===== src/rtl/io_host_loader.sv =====
// Host-side sequencer for the chip's pin-level load/readback protocol.
// Turns word commands into control lines, data-bus values, an I/O clock pulse, or a timed RUN.
module io_host_loader #(
  parameter int HALF  = 2,
  parameter int BLANK = 4
) (
  input  logic        wb_clk_i,
  input  logic        wb_rst_i,
  input  logic        cmd_valid,
  output logic        cmd_ready,
  input  logic [2:0]  cmd_op,
  input  logic [15:0] cmd_data,
  output logic        rsp_valid,
  output logic [15:0] rsp_data,
  output logic        rsp_err,
  output logic [15:0] pin_data_out,
  input  logic [15:0] pin_data_in,
  output logic        pin_wr_rdb,
  output logic        pin_addr_memb,
  output logic        pin_instr_datab,
  output logic        pin_start,
  output logic        pin_clk,
  input  logic        pin_hlt,
  output logic        busy
);

  typedef enum logic [2:0] {IDLE, SETUP, HIGH, RESP, RUN} state_t;

  localparam logic [2:0]  OP_SET_DADDR = 3'd0;
  localparam logic [2:0]  OP_SET_IADDR = 3'd1;
  localparam logic [2:0]  OP_WR_DATA   = 3'd2;
  localparam logic [2:0]  OP_WR_INSTR  = 3'd3;
  localparam logic [2:0]  OP_RD_DATA   = 3'd4;
  localparam logic [2:0]  OP_RD_INSTR  = 3'd5;
  localparam logic [2:0]  OP_RUN       = 3'd6;
  localparam logic [2:0]  OP_RD_ADDR   = 3'd7;
  localparam logic [3:0]  HALF_M1      = 4'(HALF - 1);
  localparam logic [19:0] BLANK_C      = 20'(BLANK);

  state_t      r_state;
  logic [2:0]  r_op;
  logic [15:0] r_data;
  logic [3:0]  r_half;
  logic [19:0] r_cnt;
  logic        r_hlt_meta;
  logic        r_hlt_s;
  logic        r_rsp_valid;
  logic [15:0] r_rsp_data;
  logic        r_rsp_err;
  logic [15:0] r_dout;
  logic        r_wr;
  logic        r_addr;
  logic        r_instr;
  logic        r_start;
  logic        r_pclk;

  logic [19:0] w_limit;
  logic        w_timeout;
  logic        w_hlt_seen;
  logic        w_is_read;
  logic [15:0] w_cnt_sat;

  // {wr_rdb, addr_memb, instr_datab} for each pin-cycle op.
  function automatic logic [2:0] opCtrl(input logic [2:0] op, input logic sel);
    case (op)
      OP_SET_DADDR: opCtrl = 3'b110;
      OP_SET_IADDR: opCtrl = 3'b111;
      OP_WR_DATA:   opCtrl = 3'b100;
      OP_WR_INSTR:  opCtrl = 3'b101;
      OP_RD_DATA:   opCtrl = 3'b000;
      OP_RD_INSTR:  opCtrl = 3'b001;
      OP_RD_ADDR:   opCtrl = {2'b01, sel};
      default:      opCtrl = 3'b000;
    endcase
  endfunction

  // The timeout counter is 20 bits wide so long limits work; the reported count saturates.
  assign w_limit    = {r_data, 4'h0};
  assign w_timeout  = (r_data != 16'h0000) && ((r_cnt + 20'd1) == w_limit);
  assign w_hlt_seen = r_hlt_s && (r_cnt >= BLANK_C);
  assign w_is_read  = (r_op == OP_RD_DATA) || (r_op == OP_RD_INSTR) || (r_op == OP_RD_ADDR);
  assign w_cnt_sat  = (r_cnt[19:16] != 4'h0) ? 16'hFFFF : r_cnt[15:0];

  always_ff @(posedge wb_clk_i or posedge wb_rst_i) begin
    if (wb_rst_i) begin
      r_state     <= IDLE;
      r_op        <= 3'd0;
      r_data      <= 16'h0000;
      r_half      <= 4'd0;
      r_cnt       <= 20'd0;
      r_hlt_meta  <= 1'b0;
      r_hlt_s     <= 1'b0;
      r_rsp_valid <= 1'b0;
      r_rsp_data  <= 16'h0000;
      r_rsp_err   <= 1'b0;
      r_dout      <= 16'h0000;
      r_wr        <= 1'b0;
      r_addr      <= 1'b0;
      r_instr     <= 1'b0;
      r_start     <= 1'b0;
      r_pclk      <= 1'b0;
    end else begin
      r_hlt_meta  <= pin_hlt;
      r_hlt_s     <= r_hlt_meta;
      r_rsp_valid <= 1'b0;
      case (r_state)
        IDLE: begin
          if (cmd_valid) begin
            r_op       <= cmd_op;
            r_data     <= cmd_data;
            r_rsp_data <= cmd_data;
            r_rsp_err  <= 1'b0;
            r_half     <= 4'd0;
            if (cmd_op == OP_RUN) begin
              r_start <= 1'b1;
              r_cnt   <= 20'd0;
              r_state <= RUN;
            end else begin
              r_dout                   <= cmd_data;
              {r_wr, r_addr, r_instr}  <= opCtrl(cmd_op, cmd_data[0]);
              r_state                  <= SETUP;
            end
          end
        end
        SETUP: begin
          if (r_half == HALF_M1) begin
            r_half <= 4'd0;
            if (w_is_read) r_rsp_data <= pin_data_in;
            // Address readback must not pulse the I/O clock, or the chip would advance.
            if (r_op == OP_RD_ADDR) begin
              r_rsp_valid <= 1'b1;
              r_state     <= RESP;
            end else begin
              r_pclk  <= 1'b1;
              r_state <= HIGH;
            end
          end else begin
            r_half <= r_half + 4'd1;
          end
        end
        HIGH: begin
          if (r_half == HALF_M1) begin
            r_half      <= 4'd0;
            r_pclk      <= 1'b0;
            r_rsp_valid <= 1'b1;
            r_state     <= RESP;
          end else begin
            r_half <= r_half + 4'd1;
          end
        end
        RESP: begin
          r_dout    <= 16'h0000;
          r_wr      <= 1'b0;
          r_addr    <= 1'b0;
          r_instr   <= 1'b0;
          r_rsp_err <= 1'b0;
          r_state   <= IDLE;
        end
        RUN: begin
          if (r_cnt != 20'hFFFFF) r_cnt <= r_cnt + 20'd1;
          if (w_hlt_seen) begin
            r_rsp_data  <= w_cnt_sat;
            r_start     <= 1'b0;
            r_rsp_valid <= 1'b1;
            r_state     <= RESP;
          end else if (w_timeout) begin
            r_rsp_data  <= 16'hFFFF;
            r_rsp_err   <= 1'b1;
            r_start     <= 1'b0;
            r_rsp_valid <= 1'b1;
            r_state     <= RESP;
          end
        end
        default: r_state <= IDLE;
      endcase
    end
  end

  assign cmd_ready       = (r_state == IDLE);
  assign busy            = (r_state != IDLE);
  assign rsp_valid       = r_rsp_valid;
  assign rsp_data        = r_rsp_data;
  assign rsp_err         = r_rsp_err;
  assign pin_data_out    = r_dout;
  assign pin_wr_rdb      = r_wr;
  assign pin_addr_memb   = r_addr;
  assign pin_instr_datab = r_instr;
  assign pin_start       = r_start;
  assign pin_clk         = r_pclk;

endmodule


===== config.mk =====
export PLATFORM = sky130hd
export DESIGN_NAME = io_host_loader
export DESIGN_NICKNAME = d
export VERILOG_FILES = /design/src/rtl/io_host_loader.sv
export SDC_FILE = /design/constraint.sdc
export NUM_CORES = 1
export LEC_CHECK = 0
export BUFFER_PORTS_ARGS = -buffer_cell sky130_fd_sc_hd__buf_2
export CAP_MARGIN = 30
export CORE_ASPECT_RATIO = 1.5
export CORE_UTILIZATION = 30
export CTS_CLUSTER_SIZE = 28
export DETAILED_ROUTE_END_ITERATION = 10
export GPL_TIMING_DRIVEN = 0
export HOLD_SLACK_MARGIN = 0.06
export SETUP_SLACK_MARGIN = 0.02
export SLEW_MARGIN = 20
export SYNTH_ARGS = -nofsm -noshare
export SYNTH_HDL_FRONTEND = slang
export SYNTH_SLANG_ARGS = --single-unit

===== constraint.sdc =====
create_clock -name wb_clk_i -period 3.9 [get_ports wb_clk_i]
set_input_delay 0.195 -clock wb_clk_i [delete_from_list [all_inputs] [get_ports wb_clk_i]]
set_output_delay 0.195 -clock wb_clk_i [all_outputs]
set_load 0.01 [all_outputs]

==> metrics.cfg <==
[yosys]
yosysUniqueCellTypes=58
syn_area_um2=5150
synth_seq_area_share_pct=42.3
synth_edf_count=0
syn_area_per_cell_um2=8.67
synthTopCellsByArea=dfrtp_1, nand2_1, nor2_1, mux2_2, o21ai_0
ys_ff_latch=87
syn_nets=635
yosysTopAreaCell=dfrtp_1
synthCells=594
synth_top_flop_cell=dfrtp_1
async_flop_share_pct=100
synth_warnings=0
synth_top_area_share_pct=42.3

[timing]
max_clock_freq_mhz=318
rsz0062_at_grt=no
worst_slack_ns=0.760
fin_hold_ws_ns=0.103
tightest_slew_ns=0.908
drv_slew=0
slew_headroom_pct=38.9
setup_tns_ns=0
clock_skew_ns=0.0107
hold_violations=0
setup-violations-final=0
post-route-period-util_pct=80.5
post-route-min-period_ns=3.14

[cells_and_area]
most-common-layout-cells=buf_2, dfrtp_1, nand2_1
layout-area-overhead-vs-synth_pct=19.3
final_nets=728
fill_cells=1754
seq_area_um2=2180
final_common_cell=buf_2
fin_area_um2=6140
diodes=0
multi_input_area_um2=2700
layout-drive-gt1-share_pct=22.5

[worst_setup_path]
path_cells=buf_4 -> nand4_2 -> nor4_1 -> mux2i_1 -> o211ai_1 -> nor4_4 -> nand2_1 -> a31o_1
cp.buffers_inverters=1
cp-end-kind=register
cp_max_fo=10
slowest_delay_ns=0.78
crit_type=reg -> reg
start_kind=register
required_ns=4.14
crit_slowest_cell=nor4_1
cp_data_arrival_time_ns=3.38
critPathTopFamily=simple AND/OR/NAND/NOR gates

[drt]
antenna_left=0
drcViolationCount=0
vias_per_cell=5.37
wl_per_cell_um=18.0
routed_wl_um=16200
dr.pass1.iters=6
drt_iter0_markers=395
vias=4842

[place]
finalWeightedCongestion=0.950
port-buffer-count=79
dp_hpwl_um=12500
dp_slack_ns=0.778
placed_area_um2=5840

[clock_tree]
cts_setup_buffers=0
cts_buffers=9
cts_sinks=87
ctsHoldBuffers=2
h-tree-depth=3
cts_tree=done
cts-root-buf=clkbuf_16
clk_latency_ns=0.35
clk_pin_slew_ns=0.07
cts_resized=0
cts_max_path_buffers=2

[pwr]
finalPower_w=0.00439
power.density_nw_per_um2=715
p_leak_nw=2.73
vdd_drop_max_mv=0.461

[die]
rows=58
die_w_um=109
core_area_um2=16800
die_area_um2=17700
initial_core_util_pct=30.7
die_y_um=162
ios=80

[job]
max-cap-violations=0

[global_route]
grt_start_max_net_pins=45
grt-ovfl-total=0
antenna_found_initial=0
grt_pass1_vias=4720
track_usage_pct=19.7
grt_first_pass_wirelength_um=26400

[hold_path]
hold_path_class=in -> reg

[outcome]
status=finished clean

-- Yosys cell counts, types with 6 or more instances --
master,n
a21o_1,6
a21oi_1,17
a22oi_1,16
and4_1,6
buf_2,10
buf_4,7
clkbuf_1,26
dfrtp_1,87
inv_1,6
mux2_2,20
nand2_1,85
nand3_1,28
nand4_1,14
nor2_1,63
nor2b_1,7
nor3_1,26
nor3_2,10
nor4_1,9
o21ai_0,44
o31ai_1,12
xnor2_1,12
xor2_1,7
-- kinds of logic (layout without fill, tap and decap cells) --
family                   Yosys count  in the layout  synth area share [%]
AND/OR/NAND/NOR                  281            281                  28.1
flip-flops                        87             87                  42.3
AO/OA/AOI/OAI                    126            126                  15.6
buffers and inverters             55            153                  5.20
XOR/XNOR                          19             19                  3.23
multiplexers                      24             24                  5.15
adder cells (fa/ha/maj)            2              2                 0.486
-- registers in the layout, indices dropped and copies added (netlist names), 3 cells and up --
signal,cells
r_op,3
rsp_data,16
r_half,4
r_cnt,20
pin_data_out,16
r_state,3
r_data,16
-- area by class of cell --
cell class	count	area share, %
Inverter	7	0.509
Tap cell	210	4.28
Clock buffer	11	3.95
Timing Repair Buffer	82	7.21
Clock inverter	5	0.672
Sequential cell	87	35.4
Multi-Input combinational cell	452	44.0
Buffer	48	3.93
-- final timing paths --
kind                       slack (ns)               end  depth (start not counted)         start
min in group asynchronous        0.39   pin_data_out[6]                          3      wb_rst_i
max in group asynchronous        2.93         r_cnt[18]                          4      wb_rst_i
max                              0.76         pin_start                          8      r_cnt[4]
min                              0.10  pin_data_out[10]                          3  cmd_data[10]
max reg2reg                      0.76         pin_start                          8      r_cnt[4]
min reg2reg                      0.36           r_hlt_s                          0    r_hlt_meta
-- report_power, final --
part | switching (W) | internal (W) | total, W
logic | 0.00127 | 0.000796 | 0.00207
registers | 0.000254 | 0.00123 | 0.00148
clock network | 0.000387 | 0.000454 | 0.000841
-- routing by layer --
layer	up-vias	GRT usage (%)	wire [um]	share of wire, %
met5	-	0	0	0
met4	0	12.5	992	6.1
met3	51	3.00	715	4.4
met2	184	33.0	8010	49
met1	2298	23.1	6500	40
li1	2309	-	-	-
-- worst reg2reg max path, delay by kind of cell, from the launching register on --
family          cells  cell delay, ns
buf+inv             1            0.18
mux                 1            0.27
compound gates      2            0.42
simple gates        4            1.86
flops               1            0.32
-- stage by stage --
step           util [%]  cells
2_1_floorplan         -    594
3_3_place_gp       34.6    883
3_5_place_dp       34.8    884
4_1_cts            36.6    902
5_1_grt            36.6    902
6_report           36.6    902
Power figures use the tool's default switching activity.
